===== config.mk =====
export PLATFORM = sky130hd
export DESIGN_NAME = display_dwell_buf_flat
export DESIGN_NICKNAME = d
export VERILOG_FILES = /design/src/rtl/display_dwell_buf_pkg.sv /design/src/rtl/display_dwell_buf_if.sv /design/src/rtl/display_dwell_buf_sync_fifo.sv /design/src/rtl/display_dwell_buf.sv /design/src/flat_wrapper.sv
export SDC_FILE = /design/constraint.sdc
export NUM_CORES = 1
export LEC_CHECK = 0
export ABC_AREA = 0
export BUFFER_PORTS_ARGS = -buffer_cell sky130_fd_sc_hd__buf_4
export CAP_MARGIN = 10
export CORE_MARGIN = 3
export CORE_UTILIZATION = 40
export DETAILED_ROUTE_END_ITERATION = 7
export GPL_ROUTABILITY_DRIVEN = 0
export HOLD_SLACK_MARGIN = 0.08
export PLACE_DENSITY = 0.64
export SLEW_MARGIN = 0
export SYNTH_ARGS = -nofsm -noshare
export SYNTH_HDL_FRONTEND = slang
export SYNTH_SLANG_ARGS = --single-unit

===== constraint.sdc =====
create_clock -name clk -period 9.1 [get_ports clk]
set_clock_uncertainty 0.1 [all_clocks]
set_input_delay 1.82 -clock clk [delete_from_list [all_inputs] [get_ports clk]]
set_output_delay 1.82 -clock clk [all_outputs]
set_load 0.02 [all_outputs]

===== src/rtl/display_dwell_buf_pkg.sv =====
// Shared types and constants for the display dwell buffer.
package display_dwell_buf_pkg;

    // Board clock; the default dwell holds each word for one second.
    localparam int unsigned BOARD_CLK_HZ         = 50_000_000;
    localparam int unsigned DEFAULT_DWELL_CYCLES = BOARD_CLK_HZ;

    // Dwell state machine: IDLE means the timer has expired, HOLD means it is counting.
    typedef enum logic {
        StIdle = 1'b0,
        StHold = 1'b1
    } dwell_state_e;

    // Counter width for a down-counter loaded with n-1; never narrower than one bit.
    function automatic int unsigned timer_width(input int unsigned n);
        return (n > 1) ? $clog2(n) : 1;
    endfunction

endpackage


===== src/rtl/display_dwell_buf_if.sv =====
// Valid/ready write port from the CPU into the dwell buffer.
interface display_dwell_buf_if #(
    parameter int unsigned WIDTH = 16
) ();

    logic [WIDTH-1:0] wr_data;
    logic             wr_valid;
    logic             wr_ready;

    modport master (output wr_data, output wr_valid, input wr_ready);
    modport slave  (input wr_data, input wr_valid, output wr_ready);

endinterface


===== src/rtl/display_dwell_buf_sync_fifo.sv =====
// Synchronous first-word-fall-through FIFO; full/empty derive from the level count.
module sync_fifo
    import display_dwell_buf_pkg::*;
#(
    parameter int unsigned WIDTH = 16,
    parameter int unsigned DEPTH = 8
) (
    input  logic                       clk,
    input  logic                       rst,
    input  logic                       push_i,
    input  logic [WIDTH-1:0]           wdata_i,
    input  logic                       pop_i,
    output logic [WIDTH-1:0]           rdata_o,
    output logic [$clog2(DEPTH+1)-1:0] level_o,
    output logic                       full_o,
    output logic                       empty_o
);

    localparam int unsigned PtrW = timer_width(DEPTH);
    localparam int unsigned LvlW = $clog2(DEPTH + 1);

    logic [WIDTH-1:0] mem_q [DEPTH];
    logic [WIDTH-1:0] mem_d [DEPTH];
    logic [PtrW-1:0]  wr_ptr_q, wr_ptr_d;
    logic [PtrW-1:0]  rd_ptr_q, rd_ptr_d;
    logic [LvlW-1:0]  level_q, level_d;

    // Next-state for storage, pointers and level; pointers wrap naturally (DEPTH is 2^n).
    always_comb begin
        mem_d    = mem_q;
        wr_ptr_d = wr_ptr_q;
        rd_ptr_d = rd_ptr_q;
        if (push_i) begin
            mem_d[wr_ptr_q] = wdata_i;
            wr_ptr_d        = wr_ptr_q + PtrW'(1);
        end
        if (pop_i) begin
            rd_ptr_d = rd_ptr_q + PtrW'(1);
        end
        unique case ({push_i, pop_i})
            2'b10:   level_d = level_q + LvlW'(1);
            2'b01:   level_d = level_q - LvlW'(1);
            default: level_d = level_q;
        endcase
    end

    // Control state; reset empties the queue.
    always_ff @(posedge clk or posedge rst) begin
        if (rst) begin
            wr_ptr_q <= '0;
            rd_ptr_q <= '0;
            level_q  <= '0;
        end else begin
            wr_ptr_q <= wr_ptr_d;
            rd_ptr_q <= rd_ptr_d;
            level_q  <= level_d;
        end
    end

    // Storage needs no reset: stale entries are unreachable once level is zero.
    always_ff @(posedge clk) begin
        mem_q <= mem_d;
    end

    assign rdata_o = mem_q[rd_ptr_q];
    assign level_o = level_q;
    assign full_o  = (level_q == LvlW'(DEPTH));
    assign empty_o = (level_q == '0);

endmodule


===== src/rtl/display_dwell_buf.sv =====
// Holds each queued CPU word on the hex display for at least DWELL_CYCLES clocks.
module display_dwell_buf
    import display_dwell_buf_pkg::*;
#(
    parameter int unsigned WIDTH        = 16,
    parameter int unsigned DEPTH        = 8,
    parameter int unsigned DWELL_CYCLES = DEFAULT_DWELL_CYCLES
) (
    input  logic                       clk,
    input  logic                       rst,
    display_dwell_buf_if.slave         wr,
    output logic [WIDTH-1:0]           data_out,
    output logic [$clog2(DEPTH+1)-1:0] level,
    output logic                       busy
);

    localparam int unsigned       TimerW    = timer_width(DWELL_CYCLES);
    localparam int unsigned       LvlW      = $clog2(DEPTH + 1);
    localparam logic [TimerW-1:0] TimerLoad = TimerW'(DWELL_CYCLES - 1);

    dwell_state_e      state_q, state_d;
    logic [TimerW-1:0] timer_q, timer_d;
    logic [WIDTH-1:0]  data_q, data_d;

    logic              push;
    logic              pop;
    logic              fifo_full;
    logic              fifo_empty;
    logic [WIDTH-1:0]  fifo_head;
    logic [LvlW-1:0]   fifo_level;

    // Ready depends only on registered level, never on wr_valid.
    assign wr.wr_ready = !fifo_full;
    assign push        = wr.wr_valid && !fifo_full;

    sync_fifo #(
        .WIDTH (WIDTH),
        .DEPTH (DEPTH)
    ) u_fifo (
        .clk     (clk),
        .rst     (rst),
        .push_i  (push),
        .wdata_i (wr.wr_data),
        .pop_i   (pop),
        .rdata_o (fifo_head),
        .level_o (fifo_level),
        .full_o  (fifo_full),
        .empty_o (fifo_empty)
    );

    // Dwell FSM: pop when idle or when the hold timer has run out, else count down.
    always_comb begin
        state_d = state_q;
        timer_d = timer_q;
        data_d  = data_q;
        pop     = 1'b0;
        unique case (state_q)
            StIdle: begin
                if (!fifo_empty) begin
                    pop     = 1'b1;
                    data_d  = fifo_head;
                    timer_d = TimerLoad;
                    state_d = StHold;
                end
            end
            StHold: begin
                if (timer_q != '0) begin
                    timer_d = timer_q - TimerW'(1);
                end else if (!fifo_empty) begin
                    pop     = 1'b1;
                    data_d  = fifo_head;
                    timer_d = TimerLoad;
                end else begin
                    state_d = StIdle;
                end
            end
            default: state_d = StIdle;
        endcase
    end

    // FSM state, dwell timer and the displayed word.
    always_ff @(posedge clk or posedge rst) begin
        if (rst) begin
            state_q <= StIdle;
            timer_q <= '0;
            data_q  <= '0;
        end else begin
            state_q <= state_d;
            timer_q <= timer_d;
            data_q  <= data_d;
        end
    end

    assign data_out = data_q;
    assign level    = fifo_level;
    assign busy     = (state_q == StHold) || (fifo_level != '0);

endmodule

===== src/flat_wrapper.sv =====
// flat-port wrapper written by rule: the top's interface ports become plain ports
module display_dwell_buf_flat import display_dwell_buf_pkg::*;
#(
    parameter int unsigned WIDTH        = 16,
    parameter int unsigned DEPTH        = 8,
    parameter int unsigned DWELL_CYCLES = DEFAULT_DWELL_CYCLES
)
  (clk, rst, data_out, level, busy, wr_wr_data, wr_wr_valid, wr_wr_ready);
  display_dwell_buf_if #(.WIDTH(WIDTH)) wr_i ();
  input  logic clk;
  input  logic rst;
  output logic [WIDTH-1:0] data_out;
  output logic [$clog2(DEPTH+1)-1:0] level;
  output logic busy;
  input wire logic [$bits(wr_i.wr_data)-1:0] wr_wr_data;
  input wire logic [$bits(wr_i.wr_valid)-1:0] wr_wr_valid;
  output wire logic [$bits(wr_i.wr_ready)-1:0] wr_wr_ready;
  assign wr_i.wr_data = wr_wr_data;
  assign wr_i.wr_valid = wr_wr_valid;
  assign wr_wr_ready = wr_i.wr_ready;
  display_dwell_buf #(.WIDTH(WIDTH), .DEPTH(DEPTH), .DWELL_CYCLES(DWELL_CYCLES)) u_core (.clk(clk), .rst(rst), .wr(wr_i), .data_out(data_out), .level(level), .busy(busy));
endmodule

==> impl_metrics.tcl, run 1 <==
set metrics [dict create \
    run_status "complete, no violations" \
    yosys_warnings 0 \
    grt_pass1_vias 4332 \
    cts.root.buffer_cell "clkbuf_16" \
    arrival_ps 2010 \
    power_leakage_nw 3.03 \
    worstPathRequired_ps 7180 \
    fmax_mhz 254 \
    dpl_cell_area_um2 8190 \
    final_common_cell "edfxtp_1" \
    design_area_um2 8790 \
    setup_ws_ps 5170 \
    first_iter_violations 345 \
    drc_errors 0 \
    clock_latency_ps 430 \
    finalNonFillerCells 754 \
    cts_sinks 181 \
    ir_worst_vdd_uv 205 \
    io_pins 41 \
    relSlewSlack_pct 24.6 \
    port_buffers 40 \
    drive_above_1_share_pct 26.9 \
    drt-total-wl_um 15300 \
    dr.pass1.iters 5 \
    hold_class "register to register" \
    synthFlopType "edfxtp_1" \
    synthMuxAreaShare_pct 13.2 \
    cts_buffer_depth 2 \
    synth-adder-area-share_pct 1.15 \
    setup_violations 0 \
    powerDensity_nw_per_um2 281 \
    antenna_found_initial 0 \
    ff2ff_setup_slack_ps 5580 \
    setup.worst_path.start_class "register" \
    fin_crit_sh_pct 43.2 \
    grt_setup_unrepaired "no" \
    synth_seq_area_share_pct 67.8 \
    final_util_pct 48.0 \
    async_flop_share_pct 29.3 \
    dp_hpwl_um 8930 \
    final_cell_mix "edfxtp_1 (128), buf_4 (51), dfrtp_1 (51)" \
    synth_top_family_by_area "multiplexers" \
    rows 49 \
    path_max_fanout 26 \
    initial_utilization_pct 41.6 \
    synthesis.nets 492 \
    synthSimpleGateAreaFrac_pct 7.41 \
    synth_top_area_share_pct 50.4 \
    synthDistinctLibCells 57 \
    avgSynthCellArea_um2 16.4 \
    vias_per_cell 5.71 \
    setup_tns_ps 0 \
    hold_violations 0 \
    r2r-start "u_core.timer_q[14]" \
    dp_slack_ps 5410 \
    cts_max_level 4 \
    core_area_um2 18300 \
    syn2layout_area_growth_pct 15.2 \
    r2r_cells 11 \
    synth_area_leaders "edfxtp_1 (50%), dfrtp_1 (17%), mux4_2 (9.4%)" \
    route.antenna.remaining_nets 0 \
    slew_violations 0 \
    ys_ff_latch 181 \
    fin_crit_ps 3930 \
    diodes 0 \
    hold_end "u_core.timer_q[18]" \
    syn_area_um2 7630 \
    drv_cap 0 \
    cts_buffers 17 \
    grt_start_max_net_pins 54 \
    synth_edf_count 128 \
    synthXorXnorAreaFrac_pct 1.03 \
    r2r-end "u_core.u_fifo.level_o[2]" \
    fp.dieW_um 144 \
    total_power_mw 2.47 \
    hold_depth 1 \
    vias 4305 \
    worstSetupPathType "register to output port" \
    grtUsageTotal_pct 15.5 \
    synth_compound_area_share_pct 7.33 \
    clk_pin_slew_ps 60 \
    fp.dieH_um 144 \
    synthCells 466 \
    overflow 0 \
    postCtsSetupRepairBufs 0 \
    cts-resized-gates 0 \
    die_area_um2 20800 \
    place_inst 722 \
    tritoncts "yes" \
    worstMarginPinSlew_ps 1130 \
    grt_pass1_wl_um 24200 \
    yosys.area.top_type "edfxtp_1" \
    end_kind "output port" \
    ctsHoldBuffers 0 \
    hold_start "u_core.timer_q[18]" \
    fin_nets 538 \
    hold_slack_ps 414 \
    wl_per_cell_um 20.3 \
]
## routing by layer
layer	GRT usage, %	up-vias	routed length (um)
met5	0	-	0
met4	4.01	0	197
met3	4.30	14	759
met2	26.0	114	7880
met1	20.0	2233	6440
li1	-	1944	-
## sequential cells by signal, indices dropped and copies added (netlist names)
name and flops:
u_core.u_fifo.mem_q 128, u_core.timer_q 26, u_core.data_out 16, u_core.u_fifo.level_o 4, u_core.u_fifo.rd_ptr_q 3, u_core.u_fifo.wr_ptr_q 3, u_core.state_q 1
## Yosys cell counts (2+ instances only)
| master | number |
|---|---|
| a211o_1 | 3 |
| a21oi_1 | 40 |
| a31oi_1 | 2 |
| and2_1 | 3 |
| and3_1 | 3 |
| and4_1 | 2 |
| buf_2 | 8 |
| buf_4 | 3 |
| buf_6 | 3 |
| clkbuf_1 | 9 |
| dfrtp_1 | 53 |
| edfxtp_1 | 128 |
| ha_1 | 7 |
| inv_1 | 7 |
| mux2_2 | 6 |
| mux2i_1 | 22 |
| mux4_2 | 32 |
| nand2_1 | 8 |
| nand2b_1 | 4 |
| nand3_1 | 7 |
| nand3b_1 | 2 |
| nand4_1 | 4 |
| nor2_1 | 18 |
| nor3_1 | 12 |
| nor3_2 | 2 |
| nor4_1 | 8 |
| nor4_2 | 2 |
| o211a_1 | 3 |
| o21a_1 | 2 |
| o21ai_0 | 14 |
| o31ai_1 | 10 |
| o41ai_1 | 4 |
| or2_1 | 3 |
| or3_1 | 2 |
| xnor2_1 | 3 |
| xor2_1 | 6 |
## area by class of cell
class                   instances  area (um^2)
fillers                      1520         9540
flip-flops and latches        181         5170
multi-input cells             254         2330
clock buffers                  20          437
repair buffers                 51          383
well taps                     229          287
clock inverters                12          161
inverters                       7         26.3
## critical path: stages (launching register included)
cell	delay (ps)
dfrtp_1	470
nor3_1	270
nand2b_1	80
buf_4	240
nor2_1	290
inv_1	70
buf_4	160
## cells by family (layout without fill, tap and decap cells)
group                      Yosys count  in the layout
AOI/OAI and AO/OA                   88             88
buffers and inverters               31             90
xor gates and xnor gates             9              9
and+or+nand+nor                     90             90
muxes                               60             60
adders and majority gates            7              7
DFF                                181            181
## where the power goes
part	leakage, nW	switching, mW	internal [mW]	total, mW
Sequential	1.78	0.145	1.05	1.19
Combinational	0.957	0.283	0.257	0.540
Clock	0.289	0.326	0.417	0.743
## worst max-delay path by stage
stage,from,endpoint,slack [ps],cells past startpoint
after floorplan,wr_wr_valid,u_core.u_fifo.mem_q[112],4990,2
after global placement,wr_wr_valid,u_core.u_fifo.level_o[2],5570,9
after detailed placement,wr_wr_valid,u_core.u_fifo.level_o[2],5410,9
after CTS,u_core.u_fifo.level_o[1],busy,5180,6
after global routing,u_core.u_fifo.level_o[1],busy,5060,6
final,u_core.u_fifo.level_o[1],busy,5170,6
(Power assumes the default switching activity.)
==> run 2, diff against run 1 <==
--- a/config.mk
+++ b/config.mk
@@ -5,7 +5,7 @@
 export SDC_FILE = /design/constraint.sdc
 export NUM_CORES = 1
 export LEC_CHECK = 0
-export ABC_AREA = 0
+export ABC_AREA = 1
 export BUFFER_PORTS_ARGS = -buffer_cell sky130_fd_sc_hd__buf_4
 export CAP_MARGIN = 10
 export CORE_MARGIN = 3
@@ -13,7 +13,7 @@
 export DETAILED_ROUTE_END_ITERATION = 7
 export GPL_ROUTABILITY_DRIVEN = 0
 export HOLD_SLACK_MARGIN = 0.08
-export PLACE_DENSITY = 0.64
+export PLACE_DENSITY = 0.66
 export SLEW_MARGIN = 0
 export SYNTH_ARGS = -nofsm -noshare
 export SYNTH_HDL_FRONTEND = slang
==> constraint.sdc (replaced) <==
create_clock -name clk -period 3.3 [get_ports clk]
set_clock_uncertainty 0.1 [all_clocks]
set_input_delay 0.66 -clock clk [delete_from_list [all_inputs] [get_ports clk]]
set_output_delay 0.66 -clock clk [all_outputs]
set_load 0.02 [all_outputs]
==> impl_metrics.tcl, run 2 <==
set metrics [dict create \
    synthDistinctLibCells 34 \
    met2_usage_pct 27.9 \
    initial_utilization_pct 40.9 \
    hold_violations 0 \
    fin_nets 823 \
    setup_violations 0 \
    relSlewSlack_pct 21.5 \
    finalNonFillerCells 1075 \
    path_max_fanout 21 \
    dr.pass1.iters 5 \
    cts-resized-gates 0 \
    overflow 0 \
    ir_worst_vdd_uv 397 \
    drv_cap 0 \
    final_util_pct 47.0 \
    ctsHoldBuffers 0 \
    fp.dieW_um 147 \
    synth_top_area_share_pct 48.0 \
    drt-total-wl_um 17300 \
    syn2layout_area_growth_pct 15.1 \
    rows 51 \
    port_buffers 40 \
    dp_hpwl_um 10800 \
    cts_max_level 4 \
    grt_pass1_vias 5306 \
    fp.dieH_um 147 \
    slew_violations 0 \
    route.antenna.remaining_nets 0 \
    arrival_ps 3150 \
    postCtsSetupRepairBufs 0 \
    powerDensity_nw_per_um2 589 \
    worstMarginPinSlew_ps 1180 \
    cts_buffers 17 \
    run_status "complete, no violations" \
    final_cell_mix "nand2_1 (198), edfxtp_1 (128), nor2_1 (93)" \
    largest_register "u_core.u_fifo.mem_q" \
    die_area_um2 21800 \
    drc_errors 0 \
    first_iter_violations 384 \
    antenna_found_initial 0 \
    clock_latency_ps 420 \
    diodes 0 \
    worstSetupPathType "register to register" \
    setup_tns_ps 0 \
    synthCells 750 \
    design_area_um2 9220 \
    synth_area_leaders "edfxtp_1 (48%), dfrtp_1 (17%), nand2_1 (9.3%)" \
    vias 5380 \
    met3_usage_pct 4.02 \
    vias_per_cell 5.00 \
    core_area_um2 19600 \
    setup.worst_path.start_class "register" \
    place_inst 1043 \
    fin_crit_sh_pct 88.4 \
    busiest_layer "met2" \
    yosys-top-cells-count "nand2_1 (198), edfxtp_1 (128), nor2_1 (93), dfrtp_1 (53), o21ai_0 (42)" \
    dp_slack_ps 401 \
    synth_seq_area_share_pct 64.6 \
    power_leakage_nw 3.85 \
    synth_edf_count 128 \
    synthesis.nets 776 \
    yosys.area.top_type "edfxtp_1" \
    use_met1_pct 21.9 \
    cts.root.buffer_cell "clkbuf_16" \
    setup_ws_ps 384 \
    tritoncts "yes" \
    dpl_cell_area_um2 8620 \
    end_kind "register" \
    io_pins 41 \
    hold_class "primary input to async pin" \
    grt_start_max_net_pins 67 \
    synthFlopType "edfxtp_1" \
    ys_ff_latch 181 \
    grt_setup_unrepaired "no" \
    clk_pin_slew_ps 70 \
    yosys_warnings 0 \
    largest_reg_flops 128 \
    yosysMostFrequentCell "nand2_1" \
    async_flop_share_pct 29.3 \
    avgSynthCellArea_um2 10.7 \
    grt_pass1_wl_um 28100 \
    worstPathRequired_ps 3530 \
    drive_above_1_share_pct 13.3 \
    wl_per_cell_um 16.1 \
    cts_sinks 181 \
    syn_area_um2 8010 \
    grtUsageTotal_pct 16.5 \
    fill_cells 1781 \
    fin_crit_ps 2920 \
    fmax_mhz 343 \
    final_common_cell "nand2_1" \
    cts_buffer_depth 2 \
]
## run 2: changes by cell type in the layout (fill, tap and decap cells not counted), moves of 31 or more
cell,previous run,this run
nand2_1,8,198
nor2_1,18,93
a21oi_1,40,6
inv_1,6,38
mux4_2,32,0
o22ai_1,1,32
## run 2: cell families (layout without fill, tap and decap cells)
family	Yosys count	count (layout)	share of synthesized area (%)
xor gates and xnor gates	20	20	2.19
buffers and inverters	70	130	3.69
AOI/OAI and AO/OA	85	85	5.84
and+or+nand+nor	355	355	18.6
muxes	32	32	4.00
DFF	181	181	64.6
adders and majority gates	7	7	1.09
## run 2: final cells by class
type                       instances  area (um^2)  share of cell area [%]
clock inverter                    13          159                    1.72
timing repair buffer              56          420                    4.56
tap                              265          332                    3.60
inverter                          42          159                    1.72
clock buffer                      19          433                    4.70
sequential                       181         5170                    56.1
multi-input combinational        499         2540                    27.6
## run 2: layer usage
layer | vias to the layer above | part of all wire [%]
li1 | 2646 | -
met1 | 2605 | 45
met2 | 117 | 49
met3 | 12 | 5.1
met4 | 0 | 0.86
met5 | - | 0
## run 2: path summary, 6_finish.rpt
path                       cells after the start               start                        end  slack [ps]
setup / recovery                              14   u_core.timer_q[0]   u_core.u_fifo.level_o[2]         380
hold / removal                                 2                 rst         u_core.timer_q[16]         170
setup reg to reg                              14   u_core.timer_q[0]   u_core.u_fifo.level_o[2]         380
hold reg to reg                                2  u_core.data_out[5]         u_core.data_out[5]         380
max in group asynchronous                      3                 rst  u_core.u_fifo.rd_ptr_q[0]        2120
min in group clk                               1      wr_wr_data[11]   u_core.u_fifo.mem_q[107]         370
## run 2: report_power, final
group / internal, mW / switching [mW] / total [mW] / leakage, nW
clock network: 1.14 / 0.892 / 2.04 / 0.284
registers: 2.72 / 0.0873 / 2.81 / 1.75
logic: 0.180 / 0.400 / 0.580 / 1.81
total: 4.05 / 1.38 / 5.43 / 3.85
## run 2: critical path: stages (launching register included)
cell      delay [ps]
dfrtp_1          400
inv_1            150
ha_1             190
nand3_1          130
nor2_4           140
nand3_4          140
nand2_4          120
nand2_4           50
clkinv_2         210
ha_1             260
xor2_1           250
ha_1             190
a21oi_1           50
or2_2            300
a22oi_1          150
## run 2: through the flow
stage / hold WS (ps) / power, mW
finish: 170 / 5.43
global route: 201 / 5.65
detailed placement: 372 / 3.45
floorplan: 371 / 3.19
global placement: 367 / 3.43
CTS: 184 / 5.48
